**src/rtl/cache_pkg.sv**
```systemverilog
// Shared types and helpers for the cache data array: index width, fill FSM states,
// and the per-byte merge used by the write-bypass path.
package cache_pkg;

   typedef enum logic [1:0] {
      IDLE,
      FILL,
      DONE
   } fill_state_e;

   function automatic int calc_idxw(input int sets);
      return (sets > 1) ? $clog2(sets) : 1;
   endfunction

   function automatic logic [7:0] merge_byte(input logic [7:0] old_byte,
                                             input logic [7:0] new_byte,
                                             input logic       en);
      return en ? new_byte : old_byte;
   endfunction

endpackage

```
**src/rtl/data_way_bank.sv**
```systemverilog
// One way of the data array: SETS lines of LINE_BYTES with per-byte write enables
// and an asynchronous read port (registered by the parent).
module data_way_bank
   import cache_pkg::*;
#(
   parameter  int SETS       = 4,
   parameter  int LINE_BYTES = 16,
   localparam int IDXW       = calc_idxw(SETS)
) (
   input  logic                    clk,
   input  logic [IDXW-1:0]         wr_index,
   input  logic [LINE_BYTES-1:0]   wr_be,
   input  logic [LINE_BYTES*8-1:0] wr_data,
   input  logic [IDXW-1:0]         rd_index,
   output logic [LINE_BYTES*8-1:0] rd_data
);

   logic [LINE_BYTES*8-1:0] mem [SETS];

   // NOTE: the storage has no reset; a reset port here would turn the RAM into flops.
   always_ff @(posedge clk) begin
      for (int b = 0; b < LINE_BYTES; b++) begin
         if (wr_be[b]) mem[wr_index][b*8 +: 8] <= wr_data[b*8 +: 8];
      end
   end

   assign rd_data = mem[rd_index];

endmodule

```
**src/rtl/cache_data_array.sv**
```systemverilog
// Set-associative cache data array with masked stores, beat-wise line fill and
// 1-cycle registered reads. Optional macro DATA_ARRAY_BYPASS_EN forwards same-cycle writes to reads.
module cache_data_array
   import cache_pkg::*;
#(
   parameter  int WAYS       = 4,
   parameter  int SETS       = 4,
   parameter  int LINE_BYTES = 16,
   parameter  int BEAT_BYTES = 4,
   localparam int IDXW       = calc_idxw(SETS)
) (
   input  logic                         clk,
   input  logic                         rst,
   input  logic                         rd_en,
   input  logic [IDXW-1:0]              rd_index,
   input  logic [WAYS-1:0]              rd_way,
   output logic                         rd_vld,
   output logic [WAYS*LINE_BYTES*8-1:0] rd_data_all,
   output logic [LINE_BYTES*8-1:0]      rd_line,
   input  logic                         wr_en,
   output logic                         wr_ready,
   input  logic [IDXW-1:0]              wr_index,
   input  logic [WAYS-1:0]              wr_way,
   input  logic [LINE_BYTES*8-1:0]      wr_data,
   input  logic [LINE_BYTES-1:0]        wr_mask,
   input  logic                         fill_start,
   input  logic [IDXW-1:0]              fill_index,
   input  logic [WAYS-1:0]              fill_way,
   input  logic                         fill_beat_vld,
   input  logic [BEAT_BYTES*8-1:0]      fill_beat_data,
   output logic                         fill_busy,
   output logic                         fill_done
);

   localparam int BEATS = LINE_BYTES / BEAT_BYTES;
   localparam int CNTW  = (BEATS > 1) ? $clog2(BEATS) : 1;
   localparam int LW    = LINE_BYTES * 8;

   fill_state_e           state, state_nxt;
   logic [CNTW-1:0]       cnt, cnt_nxt;
   logic [IDXW-1:0]       fill_index_q, fill_index_nxt;
   logic [WAYS-1:0]       fill_way_q, fill_way_nxt;
   logic                  st_we, fill_we, last_beat, byp_index_hit;
   logic [IDXW-1:0]       bank_index;
   logic [LW-1:0]         bank_data;
   logic [LINE_BYTES-1:0] beat_be;
   logic [LINE_BYTES-1:0] bank_be [WAYS];
   logic [LW-1:0]         bank_rd [WAYS];
   logic [WAYS*LW-1:0]    rd_all_nxt;
   logic [LW-1:0]         rd_line_nxt;

   assign wr_ready  = (state == IDLE);
   assign fill_busy = (state == FILL);
   assign fill_done = (state == DONE);
   assign st_we     = wr_en & wr_ready;
   assign fill_we   = fill_busy & fill_beat_vld;
   assign last_beat = (cnt == CNTW'(BEATS - 1));

   // Stores and fill beats are mutually exclusive (IDLE vs FILL), so one shared port suffices.
   assign bank_index = st_we ? wr_index : fill_index_q;
   assign bank_data  = st_we ? wr_data : {BEATS{fill_beat_data}};

   always_comb begin
      for (int b = 0; b < LINE_BYTES; b++) begin
         beat_be[b] = ((b / BEAT_BYTES) == int'(cnt));
      end
      for (int w = 0; w < WAYS; w++) begin
         bank_be[w] = '0;
         if (st_we && wr_way[w])           bank_be[w] = wr_mask;
         else if (fill_we && fill_way_q[w]) bank_be[w] = beat_be;
      end
   end

   for (genvar w = 0; w < WAYS; w++) begin : g_way
      data_way_bank #(
         .SETS       (SETS),
         .LINE_BYTES (LINE_BYTES)
      ) u_bank (
         .clk      (clk),
         .wr_index (bank_index),
         .wr_be    (bank_be[w]),
         .wr_data  (bank_data),
         .rd_index (rd_index),
         .rd_data  (bank_rd[w])
      );
   end

`ifdef DATA_ARRAY_BYPASS_EN
   assign byp_index_hit = (bank_index == rd_index);
`else
   assign byp_index_hit = 1'b0;
`endif

   always_comb begin
      logic [LW-1:0] merged;
      // NOTE: every comb output gets a default first so no path leaves it unassigned (latch).
      rd_all_nxt  = '0;
      rd_line_nxt = '0;
      for (int w = 0; w < WAYS; w++) begin
         merged = bank_rd[w];
         for (int b = 0; b < LINE_BYTES; b++) begin
            merged[b*8 +: 8] = merge_byte(bank_rd[w][b*8 +: 8], bank_data[b*8 +: 8],
                                          byp_index_hit & bank_be[w][b]);
         end
         rd_all_nxt[w*LW +: LW] = merged;
         if (rd_way[w]) rd_line_nxt = rd_line_nxt | merged;
      end
   end

   // NOTE: sequential state uses non-blocking assignments so all flops update together.
   always_ff @(posedge clk or posedge rst) begin
      if (rst) begin
         rd_vld      <= 1'b0;
         rd_data_all <= '0;
         rd_line     <= '0;
      end else begin
         rd_vld <= rd_en;
         if (rd_en) begin
            rd_data_all <= rd_all_nxt;
            rd_line     <= rd_line_nxt;
         end
      end
   end

   always_ff @(posedge clk or posedge rst) begin
      if (rst) begin
         state        <= IDLE;
         cnt          <= '0;
         fill_index_q <= '0;
         fill_way_q   <= '0;
      end else begin
         state        <= state_nxt;
         cnt          <= cnt_nxt;
         fill_index_q <= fill_index_nxt;
         fill_way_q   <= fill_way_nxt;
      end
   end

   always_comb begin
      state_nxt      = state;
      cnt_nxt        = cnt;
      fill_index_nxt = fill_index_q;
      fill_way_nxt   = fill_way_q;
      case (state)
         IDLE: begin
            if (fill_start) begin
               state_nxt      = FILL;
               cnt_nxt        = '0;
               fill_index_nxt = fill_index;
               fill_way_nxt   = fill_way;
            end
         end
         FILL: begin
            if (fill_beat_vld) begin
               cnt_nxt = cnt + 1'b1;
               if (last_beat) state_nxt = DONE;
            end
         end
         DONE:    state_nxt = IDLE;
         default: state_nxt = IDLE;
      endcase
   end

endmodule

```
**config.mk**
```make
export PLATFORM = sky130hd
export DESIGN_NAME = cache_data_array
export DESIGN_NICKNAME = d
export VERILOG_FILES = /design/src/rtl/cache_pkg.sv /design/src/rtl/data_way_bank.sv /design/src/rtl/cache_data_array.sv
export SDC_FILE = /design/constraint.sdc
export NUM_CORES = 2
export LEC_CHECK = 0
export CAP_MARGIN = 20
export CORE_ASPECT_RATIO = 1.25
export CORE_MARGIN = 2
export CORE_UTILIZATION = 45
export CTS_BUF_LIST = sky130_fd_sc_hd__clkbuf_16
export CTS_CLUSTER_DIAMETER = 120
export DETAILED_ROUTE_END_ITERATION = 6
export GPL_TIMING_DRIVEN = 0
export REMOVE_ABC_BUFFERS = 1
export SYNTH_ARGS = -nofsm -noshare
export SYNTH_HDL_FRONTEND = slang
export SYNTH_SLANG_ARGS = --single-unit
```
**constraint.sdc**
```tcl
create_clock -name clk -period 35.8 [get_ports clk]
set_input_delay 10.74 -clock clk [delete_from_list [all_inputs] [get_ports clk]]
set_output_delay 10.74 -clock clk [all_outputs]
set_load 0.005 [all_outputs]
```
==> results.toml <==
[setup_path]
r2r_setup_slack_ns = 31.50
r2r-end = "g_way[3].u_bank.mem[2][48]"
cpMaxStageDelayCell = "nor2_1"
cpMostUsedCell = "buf_8"
crit_fanout = 14
crit_start = "wr_en"
r2r_cells = 8
slowest_delay_ns = 0.87
cp-start-kind = "input pin"
reg2reg_from = "state[0]"
crit_buf_inv = 5
arrival_ns = 14.77
worstPathRequired_ns = 36.26
worstPathCellList = "clkdlybuf4s50_1, nor3b_4, buf_8, buf_8, buf_8, and2_2, buf_16, a21oi_1, nor2_1"
end_kind = "register"
worstSetupPathType = "input pin to register"
critPathTopFamily = "simple AND/OR/NAND/NOR gates"

[timing]
max_clock_freq_ghz = 0.0699
final.setup.tns_ns = 0
hold_viol_final = 0
max_slew_margin = 0.211
post-route-period-util = 0.400
setup_viol = 0
period_needed_ns = 14.31
rsz0062_at_grt = "no"
setup_slack_ns = 21.49
tightest_slew_ns = 1.18
clock_skew_ns = 0.0358
holdWs_ns = 0.504
finalMaxSlewViolations = 0

[drt]
first_pass_iters = 6
drcViolationCount = 0
drtIter0Drc = 6348
vias = 65500
ant_nets = 0
wl_per_cell_um = 30.0
vias_per_cell = 5.83
finalWirelength_um = 336000

[grt]
grt_pass1_wl_um = 473000
grt_use_total = 0.268
grt_overflow_total = 0
grt_start_max_net_pins = 168
busiest_layer = "met2"
use_met3 = 0.0614
grt_pass1_vias = 64800
use_met2 = 0.435
antenna_found_initial = 28
use_met1 = 0.346

[clock_tree]
ctsHtreeMaxLevel = 5
post_cts_resize_count = 0
clock_path_buffers = 4
postCtsSetupBuffers = 0
cts_tree = "yes"
root_buffer = "clkbuf_16"
cts_hold_buf = 0
clk_latency_ns = 0.86
numCtsBuffers = 279
cts.clk_slew.worst_paths_ns = 0.06
cts.sinks = 2699

[place]
io_buffers = 843
post-place-ws_ns = 20.67
gp_congestion = 0.817
place_area_um2 = 122000
dp_hpwl_um = 225000

[die]
dieArea_um2 = 246000
ios = 844
die_h_um = 554
start_util = 0.453
core-area_um2 = 240000
num_rows = 201
dieWidth_um = 444

[synth]
synth.most_common_cell = "edfxtp_1"
synth_area_um2 = 109000
synthCells = 7037
yosysWarnings = 0
synth_seq_cells = 2699
yosys.area.top_type = "edfxtp_1"
ys_types = 38
synth_edf_count = 2048
synth-main-ff-cell = "edfxtp_1"
synth_area_leaders = "edfxtp_1, dfrtp_1, mux2_2, mux2i_1, mux4_2"
ys_top_cells_by_count = "edfxtp_1, dfrtp_1, mux2_2"
syn_area_per_cell_um2 = 15.5
synth_top_area_share = 0.565
synthArstFlopShare = 0.241
ys_seq_area_frac = 0.715

[min_path]
hp-class = "register to register"
min_path_cells = 1
min_delay_worst_endpoint = "rd_data_all[281]"
hold_start = "rd_data_all[281]"

[status]
status = "complete, no violations"

[cells_and_area]
utilization = 0.545
multi_input_area_um2 = 28500
finalNetCount = 8050
area_growth_pct = 20.2
drive_gt1_frac = 0.164
ff_latch_area_um2 = 77800
fillers = 19300
stdcell_area_um2 = 131000

[job]
cap_violations = 0

[power_and_ir_drop]
power.density_nw_per_um2 = 61.7
p_leak_nw = 47.6
peakVddDrop_mv = 0.0429
area by class of cell:
cell class / count / share of cell area
antenna: 16 / 0.000306
clock buffer: 290 / 0.0555
clock inverter: 209 / 0.0119
inverter: 131 / 0.00382
multi-input combinational: 3745 / 0.218
sequential: 2699 / 0.595
tap: 3146 / 0.0301
timing repair buffer: 990 / 0.0856
sequential cells by signal, summed over array words and instances, names as in the netlist:
| register | cells |
|---|---|
| fill_way_q | 4 |
| g_way.u_bank.mem | 2048 |
| fill_index_q | 2 |
| state | 2 |
| rd_data_all | 512 |
| rd_vld | 1 |
| cnt | 2 |
| rd_line | 128 |
how the worst max path moves through the flow:
stage	slack [ns]	end	depth (start not counted)
6_report	21.49	g_way[3].u_bank.mem[2][48]	9
5_1_grt	21.51	rd_line[17]	8
4_1_cts	21.59	g_way[3].u_bank.mem[0][123]	9
3_5_place_dp	20.67	g_way[3].u_bank.mem[2][104]	8
3_3_place_gp	-31.61	rd_line[37]	5
2_1_floorplan	6.82	cnt[0]	1
routing by layer:
layer  routed length [µm]  vias up
li1                     -    28300
met3                28500      596
met4                14500       22
met2               162000     2840
met5                  138        -
met1               131000    33700
cell usage in the layout, fill, tap and decap left out, types with 48 or more instances in the layout:
master	netlist	final
nor2_1	401	395
edfxtp_1	2048	2048
o21ai_0	382	382
mux2_2	629	629
clkdlybuf4s50_1	0	836
a21oi_1	71	71
a22o_1	127	127
a211oi_1	126	126
dfrtp_1	651	651
nand2_1	517	515
mux4_2	129	129
a31oi_1	126	126
inv_1	131	205
clkbuf_16	0	290
mux2i_1	510	510
nand2b_1	131	127
a21o_1	130	130
nand3_1	126	126
o22ai_1	253	253
buf_6	9	48
buf_16	0	59
logic make-up after synthesis:
family	share of synthesized area
and+or+nand+nor	0.0484
adders and majority gates	0.000460
muxes	0.141
DFF	0.715
AOI/OAI and AO/OA	0.0713
buffers and inverters	0.0246
through the flow:
stage | cells | power (mW)
floorplan | 6575 | 4.45
global placement | 10600 | 5.65
detailed placement | 10700 | 5.29
CTS | 11200 | 8.12
global route | 11200 | 8.33
finish | 11200 | 8.07
report_power, final:
part,internal (mW),switching (mW)
Combinational,0.496,0.837
Sequential,3.79,0.112
Clock,1.62,1.22
Note: power is estimated with default switching activity, not from simulation.
